[src/rtl/fetch_queue.sv]
// fetch_queue: DEPTH-entry {pc, instruction} FIFO between the instruction port and decode.
// Define FETCH_QUEUE_BYPASS_EN for a zero-latency path from fetch to decode when the queue is empty.
module fetch_queue #(
    parameter int XLEN  = 32,
    parameter int DEPTH = 4
) (
    input  logic                    clk,
    input  logic                    rst,
    input  logic                    flush,
    input  logic                    fetchValid,
    input  logic [XLEN-1:0]         fetchPc,
    input  logic [31:0]             fetchInstruction,
    output logic                    fetchReady,
    output logic                    decodeValid,
    output logic [XLEN-1:0]         decodePc,
    output logic [31:0]             decodeInstruction,
    output logic                    decodeIsCompact,
    input  logic                    decodeReady,
    output logic [$clog2(DEPTH):0]  occupancy,
    output logic                    overflowError
);

    localparam int AW = $clog2(DEPTH);
    localparam logic [AW:0] FULL_COUNT = (AW + 1)'(DEPTH);

    logic [XLEN-1:0] r_pcMem    [DEPTH];
    logic [31:0]     r_instrMem [DEPTH];
    logic [AW-1:0]   r_rdPtr;
    logic [AW-1:0]   r_wrPtr;
    logic [AW:0]     r_count;
    logic            r_overflow;

    logic w_full;
    logic w_empty;
    logic w_bypass;
    logic w_bypassTake;
    logic w_push;
    logic w_pop;

    assign w_full  = (r_count == FULL_COUNT);
    assign w_empty = (r_count == '0);

`ifdef FETCH_QUEUE_BYPASS_EN
    assign w_bypass = w_empty && fetchValid && !flush;
`else
    assign w_bypass = 1'b0;
`endif
    // A bypassed word consumed by decode in the same cycle never enters the array.
    assign w_bypassTake = w_bypass && decodeReady;

    assign w_push = fetchValid && !w_full && !flush && !w_bypassTake;
    assign w_pop  = !w_empty && decodeReady && !flush;

    assign fetchReady    = !w_full;
    assign occupancy     = r_count;
    assign overflowError = r_overflow;

    always_comb begin
        decodeValid       = !w_empty;
        decodePc          = w_empty ? '0 : r_pcMem[r_rdPtr];
        decodeInstruction = w_empty ? '0 : r_instrMem[r_rdPtr];
        if (w_bypass) begin
            decodeValid       = 1'b1;
            decodePc          = fetchPc;
            decodeInstruction = fetchInstruction;
        end
        decodeIsCompact = decodeValid && (decodeInstruction != '0) &&
                          (decodeInstruction[1:0] != 2'b11);
    end

    // Payload is never reset or cleared; pointers and count alone define validity.
    always_ff @(posedge clk) begin
        if (w_push) begin
            r_pcMem[r_wrPtr]    <= fetchPc;
            r_instrMem[r_wrPtr] <= fetchInstruction;
        end
    end

    always_ff @(posedge clk or posedge rst) begin
        if (rst) begin
            r_rdPtr    <= '0;
            r_wrPtr    <= '0;
            r_count    <= '0;
            r_overflow <= 1'b0;
        end else begin
            if (flush) begin
                r_rdPtr <= '0;
                r_wrPtr <= '0;
                r_count <= '0;
            end else begin
                if (w_push) r_wrPtr <= r_wrPtr + 1'b1;
                if (w_pop)  r_rdPtr <= r_rdPtr + 1'b1;
                case ({w_push, w_pop})
                    2'b10:   r_count <= r_count + 1'b1;
                    2'b01:   r_count <= r_count - 1'b1;
                    default: r_count <= r_count;
                endcase
            end
            if (fetchValid && w_full && !flush) r_overflow <= 1'b1;
        end
    end

endmodule

[config.mk]
export PLATFORM = sky130hd
export DESIGN_NAME = fetch_queue
export DESIGN_NICKNAME = d
export VERILOG_FILES = /design/src/rtl/fetch_queue.sv
export SDC_FILE = /design/constraint.sdc
export NUM_CORES = 1
export LEC_CHECK = 0
export ABC_AREA = 1
export BUFFER_PORTS_ARGS = -buffer_cell sky130_fd_sc_hd__buf_4
export CORE_AREA = 2 2 149 151
export CTS_CLUSTER_SIZE = 30
export DETAILED_ROUTE_END_ITERATION = 12
export DIE_AREA = 0 0 151 153
export PLACE_DENSITY = 0.84
export SLEW_MARGIN = 0
export SYNTH_ARGS = -nofsm -noshare
export SYNTH_HDL_FRONTEND = slang
export SYNTH_SLANG_ARGS = --single-unit
[constraint.sdc]
create_clock -name clk -period 3.8 [get_ports clk]
set_input_delay 1.14 -clock clk [delete_from_list [all_inputs] [get_ports clk]]
set_output_delay 1.14 -clock clk [all_outputs]
set_load 0.02 [all_outputs]
# After elaboration in Yosys (flattened, before gate mapping)

Memories as Yosys holds them, arrays and structs flattened.
Index checks and enable logic that the tools add are counted.

Input bits: 69
Bits in read-only memories: 0
Bits in registers: 8
Output and inout bits: 71
RAM bits: 256
Memories: 2
Logic and storage cells: 40
Latch bits: 0

Memories:

| name       | depth | bits a word | read ports | clocked after memory_dff | wr ports | line | RTL |
|---|---|---|---|---|---|---|---|
| r_instrMem | 4     | 32          | 1          | 0                        | 1        | 27   | `logic [31:0] r_instrMem [DEPTH];` |
| r_pcMem    | 4     | 32          | 1          | 0                        | 1        | 26   | `logic [XLEN-1:0] r_pcMem [DEPTH];` |

Multipliers: 0
Divide/modulo/power cells: 0
Shifts and indexed selects: 0
Multiplexer cells: 10
Bitwise logic cells: 0
$lt $le $gt $ge: 0
$add $sub $neg: 4
Equality and inequality tests: 4
Reductions and logical operators: 16

Operators with widths:

| kind                                              | number |
|---|---|
| 2-to-1 mux 32 bit                                 | 2 |
| nonzero test 32 bit                               | 1 |
| logical AND 1 bit                                 | 8 |
| 2-to-1 mux 2 bit                                  | 4 |
| one-hot mux 3 bit (2 select lines)                | 1 |
| adder 2 x 1 -> 2 bit (second input constant)      | 2 |
| nonzero test 2 bit                                | 2 |
| adder 3 x 1 -> 3 bit (second input constant)      | 1 |
| == test 3 bit (second input constant)             | 1 |
| zero test 1 bit                                   | 3 |
| zero test 3 bit                                   | 1 |
| 2-to-1 mux 3 bit                                  | 1 |
| nonzero test 3 bit                                | 1 |
| subtractor 3 x 1 -> 3 bit (second input constant) | 1 |
| == test 2 x 1 -> 1 bit (second input constant)    | 1 |
| == test 2 bit (second input constant)             | 1 |
| 2-to-1 mux 1 bit                                  | 2 |
| inequality test 2 bit (second input constant)     | 1 |

# Depth between registers and ports, before layout

Word-level depth: 7
Mapped depth: 13

# Worst setup path after synthesis

No wires, ideal clock.

Path type: input to register
Start: input port fetchValid
End: memory r_instrMem[0][0] (enable)
Arrival time: 4.166 ns
Library setup time: 0.486 ns
Stages on the path: 4
Path slack: -0.853 ns
Cell sequence: nand2_1 -> nor2_1 -> inv_1 -> nor2_1

Word-level cells in the longest chain between the ends: 4

Ends and longest elaborated chain:

| what                                   | line | RTL |
|---|---|---|
| start, declared                        | 10   | `input logic fetchValid,` |
| logical AND 1 bit (2 in a row)         | 51   | `assign w_push = fetchValid && !w_full && !flush && !w_bypassTake;` |
| 2-to-1 mux 1 bit                       | 73   | `if (w_push) begin` |
| 2-to-1 mux 1 bit (implied by the code) | 75   | `r_instrMem[r_wrPtr] <= fetchInstruction;` |
| end, declared                          | 27   |  |

No other way between the ends.

# Worst setup path in the final report

Start: register r_rdPtr[1]
End: output port decodeIsCompact

Word-level cells in the longest chain between the ends: 5
Elaborated cells between the ends (all ways): 6
Those cells by class: 1 x eq/ne; 1 x mux; 3 x reduce/logical; 1 x memory

Ends and longest elaborated chain:

| what                         | line | RTL |
|---|---|---|
| start, declared              | 28   | `logic [AW-1:0] r_rdPtr;` |
| start signal, assigned       | 92   | `if (w_pop) r_rdPtr <= r_rdPtr + 1'b1;` |
| memory read (4 x 32 bit) (*) | n/a  |  |
| 2-to-1 mux 32 bit (*)        | 61   | `decodeInstruction = w_empty ? '0 : r_instrMem[r_rdPtr];` |
| nonzero test 32 bit          | 67   | `decodeIsCompact = decodeValid && (decodeInstruction != '0) &&` |
| logical AND 1 bit            | 67   |  |
| logical AND 1 bit (*)        | 67   |  |
| end, declared                | 17   | `output logic decodeIsCompact,` |

Mark *: on every way between the ends. The rest lies on a longest branch, timed or not.

==> metrics.txt <==
outcome finished clean; CP required 2.66 ns; Max Fclk 273.4 MHz; CP Data Arrival Time 2.52 ns; Post-CTS Setup Bufs 0; drt drc 0; setup violation total in the final timing report 0; DR vias/cell 5.108; RSZ-0062 raised after global routing false; Final Skew 0.008507 ns; Max VDD drop 537.0 uV; fill count 1,644; number of H-tree levels 1; worst setup path category flip-flop to output pin; CP max stage cell buf_6; Crit path top cell by count nand2_1; vias in the first global route 7,202; initial antenna violation count 1; WL final 23,600 um; IO Port Bufs 139; cell breakdown of the critical path buf_6 > o21ai_0 > o21ai_1 > nand2_1 > nand2_1 > nor2_1 > nand2_1 > nor2_1 > a21oi_1 > buf_4; Tmin final 3.657 ns; Hold Path Depth 1; Cells after Synth 990; number of I/O pins 140; Area Growth Syn to Fin 20.31%; Die Ht 153 um; initial drt markers 484; R2R depth 7; clk sinks 264; Lkg Pwr 5.515 nW; Worst Hold Class flip-flop to flip-flop; Nets 1,202; Antenna Nets Post-Route 0; Netlist Area Pre-Place 10,960 sq um; CTS tree done; Ys Warns 0; most common cell after layout, fill and taps aside edfxtp_1; Avg Cell Area, Syn 11.07 sq um; post-synthesis net count 1,064; WL per Instance 16.53 um; via count 7,294; Tcrit/Tclk final 96.24%; all-layer global routing usage 20.34%; slowest stage delay, CP 0.47 ns; Crit Path Max Fanout 64; Placement Cell Area 12,330 sq um; post-synth cell types 21; cts bufs inserted 27; Fin Setup TNS 0 ns; Core Area 21,490 sq um; Seq/Total Area, Yosys 71.96%; clock buffer depth 3; Final Max Tran Viols 0; Slew @ Worst Pin 0.6296 ns; layout cells sized above 1 18.13%; cell area power density 703.0 nW/um^2; Die W 151 um; die area 23,100 sq um; Synth Register Bits 264; Max-Cap Viols 0; pin count of the biggest net entering global routing 98; first-pass GRT wire length 36,400 um; Critical Path Sink Type output pin; grt total ovfl 0; GPL Wtd Cong 0.8160; Reg clk slew, reported paths 0.06 ns; Cell Rows 54; clock root buffer clkbuf_16; post-DP HPWL 14,130 um; Skew-Pair Late Insertion Delay 0.53 ns; 1st-pass router iterations 5; FF-to-FF setup slack 1.56 ns; most frequent cells in the layout edfxtp_1 (256), nand2_1 (243), buf_4 (151); Finished Cell Area 13,190 sq um; Worst Setup Start Kind flip-flop; initial core utilization 51.01%; endpoints failing hold 0; Relative slew margins 58.03%
[synth_stat cells]
master	instances	area, sq um
o21bai_1	1	7.510
o21ai_0	77	385.4
fa_1	1	20.02
nand3_2	1	10.01
xor2_1	3	26.28
a21oi_1	33	165.2
edfxtp_1	256	7687
nor2_1	154	578.1
inv_2	1	3.750
nand3_1	40	200.2
buf_2	20	100.1
buf_6	3	33.78
nand2_1	243	912.1
buf_4	7	52.55
clkbuf_1	11	41.29
and2_1	1	6.260
buf_1	7	26.28
dfrtp_1	8	200.2
o21ai_1	6	30.03
ha_1	4	50.05
inv_1	113	424.2
[metrics by stage]
| step | utilization [%] | total power [mW] | hold slack (ns) | instances | setup slack [ns] |
|---|---|---|---|---|---|
| 4_1_cts | 61.33 | 9.335 | 0.4793 | 1427 | 0.1364 |
| 6_report | 61.37 | 9.270 | 0.4742 | 1428 | 0.1429 |
| 2_1_floorplan | - | 5.553 | 0.5796 | 990 | -0.8526 |
| 3_3_place_gp | 57.41 | 6.771 | 0.4653 | 1379 | 0.7012 |
| 3_5_place_dp | 57.41 | 6.834 | 0.4659 | 1379 | 0.6647 |
| 5_1_grt | 61.37 | 9.740 | 0.5137 | 1428 | 0.004899 |
[cells by family (layout without fill, tap and decap cells)]
kind of cell | after synthesis | count (layout) | share of synthesized area [%]
AO/OA/AOI/OAI | 117 | 117 | 5.365
XOR/XNOR | 3 | 3 | 0.2398
adder cells (fa/ha/maj) | 5 | 5 | 0.6393
buffers and inverters | 162 | 319 | 6.222
flip-flops | 264 | 264 | 71.96
other | 0 | 1 | 0
AND/OR/NAND/NOR | 439 | 439 | 15.57
[critical path: cells and delay by family, from the launching register on]
kind / cells / cell delay (ns)
buffers and inverters: 2 / 0.63
and+or+nand+nor: 5 / 0.37
AOI/OAI and AO/OA: 3 / 0.58
DFF: 1 / 0.37
[per-layer routing]
layer  track usage, %  vias up  wire length, um
li1                 -     3542                -
met1            25.67     3455             9400
met2            35.65      253            11690
met3            4.090       44             1900
met4            5.696        0              607
met5                0        -                0
[state kept, by name (all words and copies together), names as in the netlist]
register	count
r_instrMem	128
r_pcMem	128
occupancy	3
r_rdPtr	2
r_wrPtr	2
overflowError	1
[timing repair]
item,4_1_cts,5_1_grt
endpoints found under the setup margin,1,1
endpoints found under the hold margin,0,0
hold buffers,0,0
gates resized for setup,1,1
gates cloned,0,0
[worst paths after layout]
path | from | to
worst min register to register | overflowError | overflowError
worst max-delay path | r_rdPtr[1] | decodeIsCompact
worst min-delay path | overflowError | overflowError
worst max register to register | occupancy[0] | r_pcMem[0][8]
max in group asynchronous | rst | r_rdPtr[0]
min in group asynchronous | rst | occupancy[1]
[where the power goes]
part	switching, mW	leakage [nW]	internal, mW
sequential	0.0550	2.42	3.38
combinational	2.20	2.68	1.14
clock	1.05	0.409	1.44
[layout make-up]
class,count,area [sq um],share of cell area (%)
Clock inverter,17,147.6,1.120
Sequential cell,264,7893,59.85
Antenna cell,1,2.502,0.01898
Tap cell,280,350.3,2.657
Inverter,114,429.2,3.255
Multi-Input combinational cell,564,2429,18.42
Clock buffer,31,690.7,5.238
Timing Repair Buffer,157,1245,9.441
(Power assumes the default switching activity.)
